## src/rtl/struct_cmd_arbiter_if.sv

```systemverilog
// Requester, resource and response signals of struct_cmd_arbiter.
// master drives the i_* side, slave is the arbiter itself.
interface struct_cmd_arbiter_if #(
    parameter int N   = 4,
    parameter int IDW = $clog2(N)
);
    logic [N-1:0]    i_req_valid;
    logic [N-1:0]    o_req_ready;
    logic [N*22-1:0] i_req_cmd;
    logic            o_rsc_valid;
    logic            i_rsc_ready;
    logic            o_rsc_write;
    logic [9:0]      o_rsc_addr;
    logic [9:0]      o_rsc_wdata;
    logic            i_rsc_done;
    logic [9:0]      i_rsc_rdata;
    logic            o_rsp_valid;
    logic [IDW-1:0]  o_rsp_id;
    logic [9:0]      o_rsp_data;
    logic            o_rsp_err;
    logic            o_busy;

    modport master (
        output i_req_valid, i_req_cmd, i_rsc_ready,
        output i_rsc_done, i_rsc_rdata,
        input  o_req_ready, o_rsc_valid, o_rsc_write,
        input  o_rsc_addr, o_rsc_wdata, o_rsp_valid,
        input  o_rsp_id, o_rsp_data, o_rsp_err, o_busy
    );

    modport slave (
        input  i_req_valid, i_req_cmd, i_rsc_ready,
        input  i_rsc_done, i_rsc_rdata,
        output o_req_ready, o_rsc_valid, o_rsc_write,
        output o_rsc_addr, o_rsc_wdata, o_rsp_valid,
        output o_rsp_id, o_rsp_data, o_rsp_err, o_busy
    );
endinterface

```

## src/rtl/struct_cmd_arbiter.sv

```systemverilog
// Round-robin arbiter sharing one single-port resource among N requesters.
// Optional WAIT timeout enabled by defining STRUCT_CMD_ARBITER_TIMEOUT_EN.
module struct_cmd_arbiter #(
    parameter int N       = 4,
    parameter int IDW     = $clog2(N),
    parameter int TIMEOUT = 16
) (
    input logic                 i_clk,
    input logic                 i_rst_n,
    struct_cmd_arbiter_if.slave bus
);

    typedef enum logic [1:0] {
        OP_READ  = 2'd0,
        OP_WRITE = 2'd1,
        OP_NOP   = 2'd2,
        OP_RSVD  = 2'd3
    } op_e;

    typedef struct packed {
        op_e        op;
        logic [9:0] addr;
        logic [9:0] data;
    } cmd_t;

    typedef enum logic [1:0] {
        S_IDLE  = 2'd0,
        S_ISSUE = 2'd1,
        S_WAIT  = 2'd2,
        S_RESP  = 2'd3
    } state_e;

    state_e         state;
    state_e         state_nxt;
    cmd_t           cmds [N];
    cmd_t           sel_cmd;
    cmd_t           cmd_q;
    logic [IDW-1:0] ptr;
    logic [IDW-1:0] ptr_nxt;
    logic [IDW-1:0] win;
    logic           found;
    logic           accept;
    logic [2*N-1:0] vv;
    logic [N-1:0]   rot;
    logic [IDW-1:0] rsp_id_q;
    logic [9:0]     rsp_data_q;
    logic           rsp_err_q;
    logic           tmo_hit;

    // Split the flat command bus into per-requester structs
    always_comb begin
        for (int k = 0; k < N; k++) begin
            cmds[k] = cmd_t'(bus.i_req_cmd[22*k +: 22]);
        end
    end

    // Rotate valids by ptr and pick the first set bit as the winner
    always_comb begin
        vv    = {bus.i_req_valid, bus.i_req_valid};
        rot   = N'(vv >> ptr);
        found = 1'b0;
        win   = '0;
        for (int i = 0; i < N; i++) begin
            if (!found && rot[i]) begin
                found = 1'b1;
                win   = IDW'((int'(ptr) + i) % N);
            end
        end
        sel_cmd = '0;
        for (int j = 0; j < N; j++) begin
            if (IDW'(j) == win) sel_cmd = cmds[j];
        end
        ptr_nxt = (win == IDW'(N-1)) ? '0 : win + IDW'(1);
        accept  = (state == S_IDLE) && found;
    end

`ifdef STRUCT_CMD_ARBITER_TIMEOUT_EN
    logic [7:0] cnt;

    // Count WAIT cycles without completion; cleared while issuing
    always_ff @(posedge i_clk or negedge i_rst_n) begin
        if (!i_rst_n) begin
            cnt <= 8'd0;
        end else if (state == S_ISSUE) begin
            cnt <= 8'd0;
        end else if (state == S_WAIT && !bus.i_rsc_done) begin
            cnt <= cnt + 8'd1;
        end
    end

    assign tmo_hit = (state == S_WAIT) && !bus.i_rsc_done &&
                     (cnt == 8'(TIMEOUT - 1));
`else
    logic unused_timeout;

    assign unused_timeout = |8'(TIMEOUT);
    assign tmo_hit        = 1'b0;
`endif

    // State register
    always_ff @(posedge i_clk or negedge i_rst_n) begin
        if (!i_rst_n) state <= S_IDLE;
        else          state <= state_nxt;
    end

    // Next-state logic
    always_comb begin
        state_nxt = state;
        unique case (state)
            S_IDLE: begin
                if (found) begin
                    if (sel_cmd.op == OP_READ || sel_cmd.op == OP_WRITE)
                        state_nxt = S_ISSUE;
                    else
                        state_nxt = S_RESP;
                end
            end
            S_ISSUE: begin
                if (bus.i_rsc_ready) state_nxt = S_WAIT;
            end
            S_WAIT: begin
                if (bus.i_rsc_done || tmo_hit) state_nxt = S_RESP;
            end
            S_RESP: state_nxt = S_IDLE;
            default: state_nxt = S_IDLE;
        endcase
    end

    // Latch the granted command and build the response fields
    always_ff @(posedge i_clk or negedge i_rst_n) begin
        if (!i_rst_n) begin
            ptr        <= '0;
            cmd_q      <= '0;
            rsp_id_q   <= '0;
            rsp_data_q <= '0;
            rsp_err_q  <= 1'b0;
        end else begin
            if (accept) begin
                ptr        <= ptr_nxt;
                cmd_q      <= sel_cmd;
                rsp_id_q   <= win;
                rsp_data_q <= '0;
                rsp_err_q  <= (sel_cmd.op == OP_RSVD);
            end
            if (state == S_WAIT && bus.i_rsc_done) begin
                rsp_data_q <= (cmd_q.op == OP_READ) ? bus.i_rsc_rdata : '0;
            end
            if (tmo_hit) begin
                rsp_err_q <= 1'b1;
            end
        end
    end

    assign bus.o_req_ready = accept ? ({{(N-1){1'b0}}, 1'b1} << win) : '0;
    assign bus.o_rsc_valid = (state == S_ISSUE);
    assign bus.o_rsc_write = (cmd_q.op == OP_WRITE);
    assign bus.o_rsc_addr  = cmd_q.addr;
    assign bus.o_rsc_wdata = cmd_q.data;
    assign bus.o_rsp_valid = (state == S_RESP);
    assign bus.o_rsp_id    = rsp_id_q;
    assign bus.o_rsp_data  = rsp_data_q;
    assign bus.o_rsp_err   = rsp_err_q;
    assign bus.o_busy      = (state != S_IDLE);

endmodule

```

## src/flat_wrapper.sv

```systemverilog
// flat-port wrapper written by rule: the top's interface ports become plain ports
module struct_cmd_arbiter_flat 
#(
    parameter int N       = 4,
    parameter int IDW     = $clog2(N),
    parameter int TIMEOUT = 16
)
  (i_clk, i_rst_n, bus_i_req_valid, bus_i_req_cmd, bus_i_rsc_ready, bus_i_rsc_done, bus_i_rsc_rdata, bus_o_req_ready, bus_o_rsc_valid, bus_o_rsc_write, bus_o_rsc_addr, bus_o_rsc_wdata, bus_o_rsp_valid, bus_o_rsp_id, bus_o_rsp_data, bus_o_rsp_err, bus_o_busy);
  struct_cmd_arbiter_if #(.N(N), .IDW(IDW)) bus_i ();
  input logic i_clk;
  input logic i_rst_n;
  input wire logic [$bits(bus_i.i_req_valid)-1:0] bus_i_req_valid;
  input wire logic [$bits(bus_i.i_req_cmd)-1:0] bus_i_req_cmd;
  input wire logic [$bits(bus_i.i_rsc_ready)-1:0] bus_i_rsc_ready;
  input wire logic [$bits(bus_i.i_rsc_done)-1:0] bus_i_rsc_done;
  input wire logic [$bits(bus_i.i_rsc_rdata)-1:0] bus_i_rsc_rdata;
  output wire logic [$bits(bus_i.o_req_ready)-1:0] bus_o_req_ready;
  output wire logic [$bits(bus_i.o_rsc_valid)-1:0] bus_o_rsc_valid;
  output wire logic [$bits(bus_i.o_rsc_write)-1:0] bus_o_rsc_write;
  output wire logic [$bits(bus_i.o_rsc_addr)-1:0] bus_o_rsc_addr;
  output wire logic [$bits(bus_i.o_rsc_wdata)-1:0] bus_o_rsc_wdata;
  output wire logic [$bits(bus_i.o_rsp_valid)-1:0] bus_o_rsp_valid;
  output wire logic [$bits(bus_i.o_rsp_id)-1:0] bus_o_rsp_id;
  output wire logic [$bits(bus_i.o_rsp_data)-1:0] bus_o_rsp_data;
  output wire logic [$bits(bus_i.o_rsp_err)-1:0] bus_o_rsp_err;
  output wire logic [$bits(bus_i.o_busy)-1:0] bus_o_busy;
  assign bus_i.i_req_valid = bus_i_req_valid;
  assign bus_i.i_req_cmd = bus_i_req_cmd;
  assign bus_i.i_rsc_ready = bus_i_rsc_ready;
  assign bus_i.i_rsc_done = bus_i_rsc_done;
  assign bus_i.i_rsc_rdata = bus_i_rsc_rdata;
  assign bus_o_req_ready = bus_i.o_req_ready;
  assign bus_o_rsc_valid = bus_i.o_rsc_valid;
  assign bus_o_rsc_write = bus_i.o_rsc_write;
  assign bus_o_rsc_addr = bus_i.o_rsc_addr;
  assign bus_o_rsc_wdata = bus_i.o_rsc_wdata;
  assign bus_o_rsp_valid = bus_i.o_rsp_valid;
  assign bus_o_rsp_id = bus_i.o_rsp_id;
  assign bus_o_rsp_data = bus_i.o_rsp_data;
  assign bus_o_rsp_err = bus_i.o_rsp_err;
  assign bus_o_busy = bus_i.o_busy;
  struct_cmd_arbiter #(.N(N), .IDW(IDW), .TIMEOUT(TIMEOUT)) u_core (.i_clk(i_clk), .i_rst_n(i_rst_n), .bus(bus_i));
endmodule
```

## config.mk

```make
export PLATFORM = sky130hd
export DESIGN_NAME = struct_cmd_arbiter_flat
export DESIGN_NICKNAME = d
export VERILOG_FILES = /design/src/rtl/struct_cmd_arbiter_if.sv /design/src/rtl/struct_cmd_arbiter.sv /design/src/flat_wrapper.sv
export SDC_FILE = /design/constraint.sdc
export NUM_CORES = 1
export LEC_CHECK = 0
export ABC_AREA = 0
export CAP_MARGIN = 20
export CELL_PAD_IN_SITES_DETAIL_PLACEMENT = 1
export CELL_PAD_IN_SITES_GLOBAL_PLACEMENT = 2
export CORE_ASPECT_RATIO = 1.25
export CORE_MARGIN = 2
export CORE_UTILIZATION = 21
export DETAILED_ROUTE_END_ITERATION = 7
export PLACE_DENSITY_LB_ADDON = 0.1
export SYNTH_ARGS = -nofsm -noshare
export SYNTH_HDL_FRONTEND = slang
export SYNTH_SLANG_ARGS = --single-unit
```

## constraint.sdc

```tcl
create_clock -name i_clk -period 3.7 [get_ports i_clk]
set_input_delay 1.11 -clock i_clk [delete_from_list [all_inputs] [get_ports i_clk]]
set_output_delay 1.11 -clock i_clk [all_outputs]
set_load 0.01 [all_outputs]
```

==> out/results.txt, run 1 <==
Vias in the first global route -> 3102
Per-cell routed wire length -> 16.91 µm
Startpoint type of the worst setup path -> primary input
Max-cap viol count -> 0
Via count -> 2784
Synth top area share -> 0.3702
TNS Setup -> 0 ps
Yosys cell types -> 35
Top FF cell, synth -> dfrtp_1
Adder-cell share of the synthesized area -> 0.04271
Gr usage total -> 0.1537
Row count -> 45
Kind of end point of the critical path -> output pin
Layout cells sized above 1 -> 0.1037
I/O pins -> 147
Leak -> 1.826 nW
Crit path DAT -> 2510 ps
Die area -> 13470 µm²
Final setup viols -> 0
Buffers on Ports -> 146
DR DRC count -> 0
Drt pass-1 iters -> 4
Number of hold buffers added after CTS -> 0
Area Growth Syn to Fin -> 67.54%
Routed wire length -> 10110 µm
Die X -> 104.2 µm
Final min period -> 3616 ps
First-pass GRT wire length -> 16410 µm
Max Transition Viols Final -> 0
Core ar. -> 12220 µm²
Commonest cells post-synth -> a21oi_1, dfrtp_1, inv_1, nor2_1
Total grt overflow -> 0
Clock sink count -> 39
Net Count, Synth -> 420
Root buffer cell -> clkbuf_16
Maximum VDD drop -> 0.2622 mV
Async set-reset flop share out of synthesis -> 1.000
Vias per cell -> 4.656
Largest net degree at the start of global routing -> 47
Multi-input logic area -> 1381 µm²
Complex-gate fraction of the synthesized area -> 0.2914
Status -> complete, no violations
Mux cell area share after synthesis -> 0.003797
Unrepaired setup endpoints after global routing -> false
Worst-path clk slew -> 70 ps
Largest family of logic cells by synthesized area -> compound AO/OA/AOI/OAI gates
Synth warnings -> 0
Later-pin clock latency in the skew report -> 290 ps
DR iter-0 viols -> 59
CTS Buf Count -> 5
Largest area contributor in the netlist -> dfrtp_1
FF+latch area -> 975.9 µm²
Syn Std Cell Area -> 2636 µm²
Sequential share of the synthesized area -> 0.3702
Dpl cell area -> 4198 µm²
Htree depth -> 2
Power, Total -> 3.207 mW
Initial Util -> 0.2158
Max Buffers Root-to-Sink -> 2
Kind of critical path -> primary input to output pin
Number of antenna violations at the first check in global routing -> 0
Simple-gate share of the synthesized area -> 0.1637
CTS tree -> done
Die Ht -> 129.3 µm
Ant diodes -> 0
Fillers -> 1436
Antenna viol nets, final -> 0
Hold Path Class -> flip-flop to flip-flop
CP required -> 2590 ps
Syn Inst Count -> 305
Global placer's final weighted congestion -> 0.7606
Worst slew pin tran -> 530.9 ps
Slew HR -> 0.6461
Final core utilization -> 0.3615
Final Cell Area -> 4417 µm²
CP max FO -> 6
Most frequent cell after synthesis -> a21oi_1
Number of synthesized flops with an enable pin -> 0
Syn Area/Cell -> 8.644 µm²
Nets@finish -> 548
Pwr dens -> 726.1 nW/µm²
DP HPWL -> 7256 µm
Clock skew -> 10.74 ps
Final period utilization -> 0.9772
XOR/XNOR Fraction of Synth Area -> 0
Yosys reg bits -> 39
Top post-synthesis cells by area -> dfrtp_1, a21oi_1, a221o_1
Final Hold Viols -> 0
Fmax -> 276.6 MHz
cells in the final DEF (no fill, tap or decap), types with 2 or more instances in the layout:
master and count:
a211oi_1 2, a21oi_1 61, a21oi_2 2, a221o_1 21, a22o_1 10, and2_1 4, buf_2 3, buf_4 17
clkbuf_16 5, clkdlybuf4s15_2 2, clkdlybuf4s50_1 137, dfrtp_1 39, dlygate4sd2_1 3, ha_1 7, ha_2 2, inv_1 25
nand2_1 9, nand2b_1 6, nand3b_1 21, nor2_1 23, nor2b_1 4, nor3_2 2, o21ai_0 2, o41a_1 2
o41ai_1 2, or3_4 2
layout make-up:
class                      count  area share
multi-input combinational    198      0.3127
clock buffer                   5     0.02833
timing repair buffer         164      0.3595
inverter                      25     0.02125
clock inverter                 3     0.01076
tap                          164     0.04646
sequential                    39      0.2210
worst paths after layout:
| kind | end | slack, ps | startpoint | depth (start not counted) |
|---|---|---|---|---|
| max in group asynchronous | u_core.bus.o_rsc_wdata[8] | 2420 | i_rst_n | 2 |
| min in group asynchronous | u_core.bus.o_rsp_err | 770 | i_rst_n | 1 |
| setup / recovery | bus_o_req_ready[3] | 80 | bus_i_req_valid[0] | 5 |
| setup reg to reg | u_core.cmd_q[21] | 1260 | u_core.ptr[1] | 8 |
| hold / removal | u_core.bus.o_rsp_err | 480 | u_core.bus.o_rsp_err | 2 |
| hold reg to reg | u_core.bus.o_rsp_err | 480 | u_core.bus.o_rsp_err | 2 |
flip-flops by register name, indices dropped and copies added (netlist names):
name and flops:
u_core.bus.o_rsp_data 10, u_core.ptr 2, u_core.bus.o_rsp_id 2, u_core.bus.o_rsc_wdata 10, u_core.state 2, u_core.cmd_q 2, u_core.bus.o_rsp_err 1, u_core.bus.o_rsc_addr 10
report_power, final:
part / switching, mW / internal [mW]
sequential: 0.124 / 0.643
combinational: 0.950 / 0.977
clock: 0.192 / 0.322
total: 1.27 / 1.94
per-layer routing:
metal / up-vias / wire length, µm / GRT usage
li1: 1329 / - / -
met1: 1348 / 4349 / 0.1791
met5: - / 0 / 0
met3: 6 / 749 / 0.04728
met2: 101 / 4915 / 0.2755
met4: 0 / 97 / 0.04054
worst max-delay path, cell delays in order:
cell	delay [ps]
clkdlybuf4s15_2	220
buf_4	160
o41a_1	520
and2_1	190
dlygate4sd2_1	300
stage by stage:
stage / setup slack (ps) / instances / hold WS [ps]
floorplan: 83.41 / 305 / 465.0
global placement: -573.6 / 589 / 464.9
detailed placement: -591.7 / 589 / 476.0
CTS: 22.20 / 597 / 492.7
global route: 34.73 / 598 / 522.7
finish: 84.22 / 598 / 481.3
kinds of logic (layout without fill, tap and decap cells):
group / Yosys count / in the layout
fa+ha+maj: 9 / 9
mux: 1 / 1
compound gates: 111 / 111
buf+inv: 68 / 197
flops: 39 / 39
simple gates: 77 / 77
what timing repair did:
| item | 4_1_cts | 5_1_grt |
|---|---|---|
| setup buffers | 0 | 0 |
| pin swaps | 1 | 2 |
| endpoints found under the setup margin | 4 | 4 |
| gates resized for setup | 26 | 4 |
(Power assumes the default switching activity.)
==> inputs of run 2 (changes only) <==
==> constraint.sdc (replaced) <==
create_clock -name i_clk -period 3.7 [get_ports i_clk]
set_input_delay 0.555 -clock i_clk [delete_from_list [all_inputs] [get_ports i_clk]]
set_output_delay 0.555 -clock i_clk [all_outputs]
set_load 0.01 [all_outputs]
==> out/results.txt, run 2 (same netlist as run 1, synthesis figures left out) <==
Number of hold buffers added after CTS -> 0 (unchanged)
Final Hold Viols -> 0 (unchanged)
Nets@finish -> 537 (was 548)
Die area -> 13470 µm² (unchanged)
Fmax -> 292.5 MHz (was 276.6 MHz)
Most used cell, CP -> clkdlybuf4s50_1
CP max FO -> 7 (was 6)
First-pass GRT wire length -> 15630 µm (was 16410 µm)
Final period utilization -> 0.9241 (was 0.9772)
Kind of critical path -> primary input to output pin (unchanged)
Pwr dens -> 733.1 nW/µm² (was 726.1 nW/µm²)
Final setup viols -> 0 (unchanged)
CP Launch Point -> bus_i_req_valid[3] (was bus_i_req_valid[0])
Die Ht -> 129.3 µm (unchanged)
CTS Buf Count -> 5 (unchanged)
TNS Setup -> 0 ps (unchanged)
Crit path DAT -> 2860 ps (was 2510 ps)
CP required -> 3140 ps (was 2590 ps)
Final min period -> 3419 ps (was 3616 ps)
Post-CTS setup buffers -> 0 (unchanged)
Drt pass-1 iters -> 4 (unchanged)
Htree depth -> 2 (unchanged)
Kind of end point of the critical path -> output pin (unchanged)
Vias in the first global route -> 2961 (was 3102)
Gr usage total -> 0.1468 (was 0.1537)
Vias per cell -> 4.642 (was 4.656)
Clock skew -> 6.505 ps (was 10.74 ps)
Row count -> 45 (unchanged)
Reg2Reg Launch Point -> u_core.ptr[0] (was u_core.ptr[1])
Post-Layout Cell Count -> 587 (was 598)
DR DRC count -> 0 (unchanged)
Commonest non-fill, non-tap cell in the layout -> clkdlybuf4s50_1 (unchanged)
Startpoint type of the worst setup path -> primary input (unchanged)
Worst slew pin tran -> 940.0 ps (was 530.9 ps)
I/O pins -> 147 (unchanged)
Leak -> 1.744 nW (was 1.826 nW)
DP HPWL -> 7080 µm (was 7256 µm)
Area Growth Syn to Fin -> 62.93% (was 67.54%)
Die X -> 104.2 µm (unchanged)
Clock sink count -> 39 (unchanged)
Max-cap viol count -> 0 (unchanged)
Max Buffers Root-to-Sink -> 2 (unchanged)
Status -> complete, no violations (unchanged)
Post-CTS Resized -> 0 (was 26)
DR iter-0 viols -> 49 (was 59)
Layout cells sized above 1 -> 0.04965 (was 0.1037)
Most frequent cells in the layout -> clkdlybuf4s50_1, a21oi_1, dfrtp_1, inv_1, nor2_1 (unchanged)
Global placer's final weighted congestion -> 0.7169 (was 0.7606)
Largest stage delay on the critical path -> 570 ps (was 520 ps)
Total grt overflow -> 0 (unchanged)
Largest net degree at the start of global routing -> 45 (was 47)
Hold Path Class -> primary input to async pin (was flip-flop to flip-flop)
CP delay by family, top -> buffers and inverters (unchanged)
Maximum VDD drop -> 0.2438 mV (was 0.2622 mV)
Root buffer cell -> clkbuf_16 (unchanged)
Initial Util -> 0.2158 (unchanged)
Via count -> 2725 (was 2784)
Critical-path cell list -> clkdlybuf4s50_1 -> nand2b_1 -> a21boi_0 -> or3_1 -> ha_2 -> and2_1 -> clkdlybuf4s50_1 (was clkdlybuf4s15_2 -> buf_4 -> o41a_1 -> and2_1 -> dlygate4sd2_1)
Core ar. -> 12220 µm² (unchanged)
Placed instance count -> 579 (was 589)
Per-cell routed wire length -> 16.61 µm (was 16.91 µm)
Buffers on Ports -> 146 (unchanged)
Ant diodes -> 0 (unchanged)
Worst R2R Path Depth -> 8 (unchanged)
Number of antenna violations at the first check in global routing -> 0 (unchanged)
Slowest cell on the critical path -> clkdlybuf4s50_1 (was o41a_1)
Antenna viol nets, final -> 0 (unchanged)
Unrepaired setup endpoints after global routing -> false (unchanged)
Slew HR -> 0.3733 (was 0.6461)
Reg2Reg Setup Slack -> 1220 ps (was 1260 ps)
Max Transition Viols Final -> 0 (unchanged)
CTS tree -> done (unchanged)
CP Depth -> 7 (was 5)
Routed wire length -> 9751 µm (was 10110 µm)
Later-pin clock latency in the skew report -> 290 ps (about the same)
Reg-to-reg endpoint -> u_core.bus.o_rsp_err (was u_core.cmd_q[21])
WP buf/inv -> 2 (was 3)
Worst Hold Margin -> 409.3 ps (was 481.3 ps)
Worst-path clk slew -> 70 ps (about the same)
End of the critical path -> bus_o_req_ready[2] (was bus_o_req_ready[3])
## run 2: cell count changes in the layout (fill, tap and decap cells not counted), sizes merged
cell and change:
buf -13, clkbuf -1, clkdlybuf4s15 -2, clkdlybuf4s50 +8
dlygate4sd2 -3
## run 2: worst min-delay path by stage
stage,to,cells past startpoint
after global routing,u_core.bus.o_rsp_data[3],1
after global placement,u_core.bus.o_rsp_err,2
after floorplan,u_core.bus.o_rsc_addr[0],0
after detailed placement,u_core.bus.o_rsp_err,2
after CTS,u_core.bus.o_rsp_data[5],1
final,u_core.bus.o_rsp_data[7],1
## run 2: where the power goes
part	switching (mW)	internal, mW
Sequential	0.124	0.643
Combinational	0.927	0.946
Clock	0.187	0.322
## run 2: area by class of cell
class / count / area, µm²
Sequential cell: 39 / 975.9
Multi-Input combinational cell: 198 / 1339
Clock buffer: 5 / 125.1
Inverter: 25 / 93.84
Tap cell: 164 / 205.2
Fill cell: 1437 / 7923
Timing Repair Buffer: 153 / 1509
Clock inverter: 3 / 47.55
## run 2: per-layer routing
metal	vias to the layer above	global-route usage	wire length [µm]
li1	1307	-	-
met1	1298	0.1754	4330
met2	110	0.2570	4607
met3	10	0.04125	646
met4	0	0.04610	166
met5	-	0	0
## run 2: through the flow
step	cell area, µm²	power [mW]	worst slack [ps]	utilization
global route	4295	3.423	120.9	0.3516
global placement	4123	2.669	332.3	0.3374
detailed placement	4123	2.692	309.2	0.3374
finish	4295	3.149	280.7	0.3516
floorplan	2636	1.971	1193	-
CTS	4295	3.225	306.9	0.3516
==> inputs of run 3 (changes only) <==
--- a/config.mk
+++ b/config.mk
@@ -6,7 +6,6 @@
 export NUM_CORES = 1
 export LEC_CHECK = 0
 export ABC_AREA = 0
-export CAP_MARGIN = 20
 export CELL_PAD_IN_SITES_DETAIL_PLACEMENT = 1
 export CELL_PAD_IN_SITES_GLOBAL_PLACEMENT = 2
 export CORE_ASPECT_RATIO = 1.25
==> results of run 3 <==
The final DEF is identical to that of run 2; final timing and power are the same.
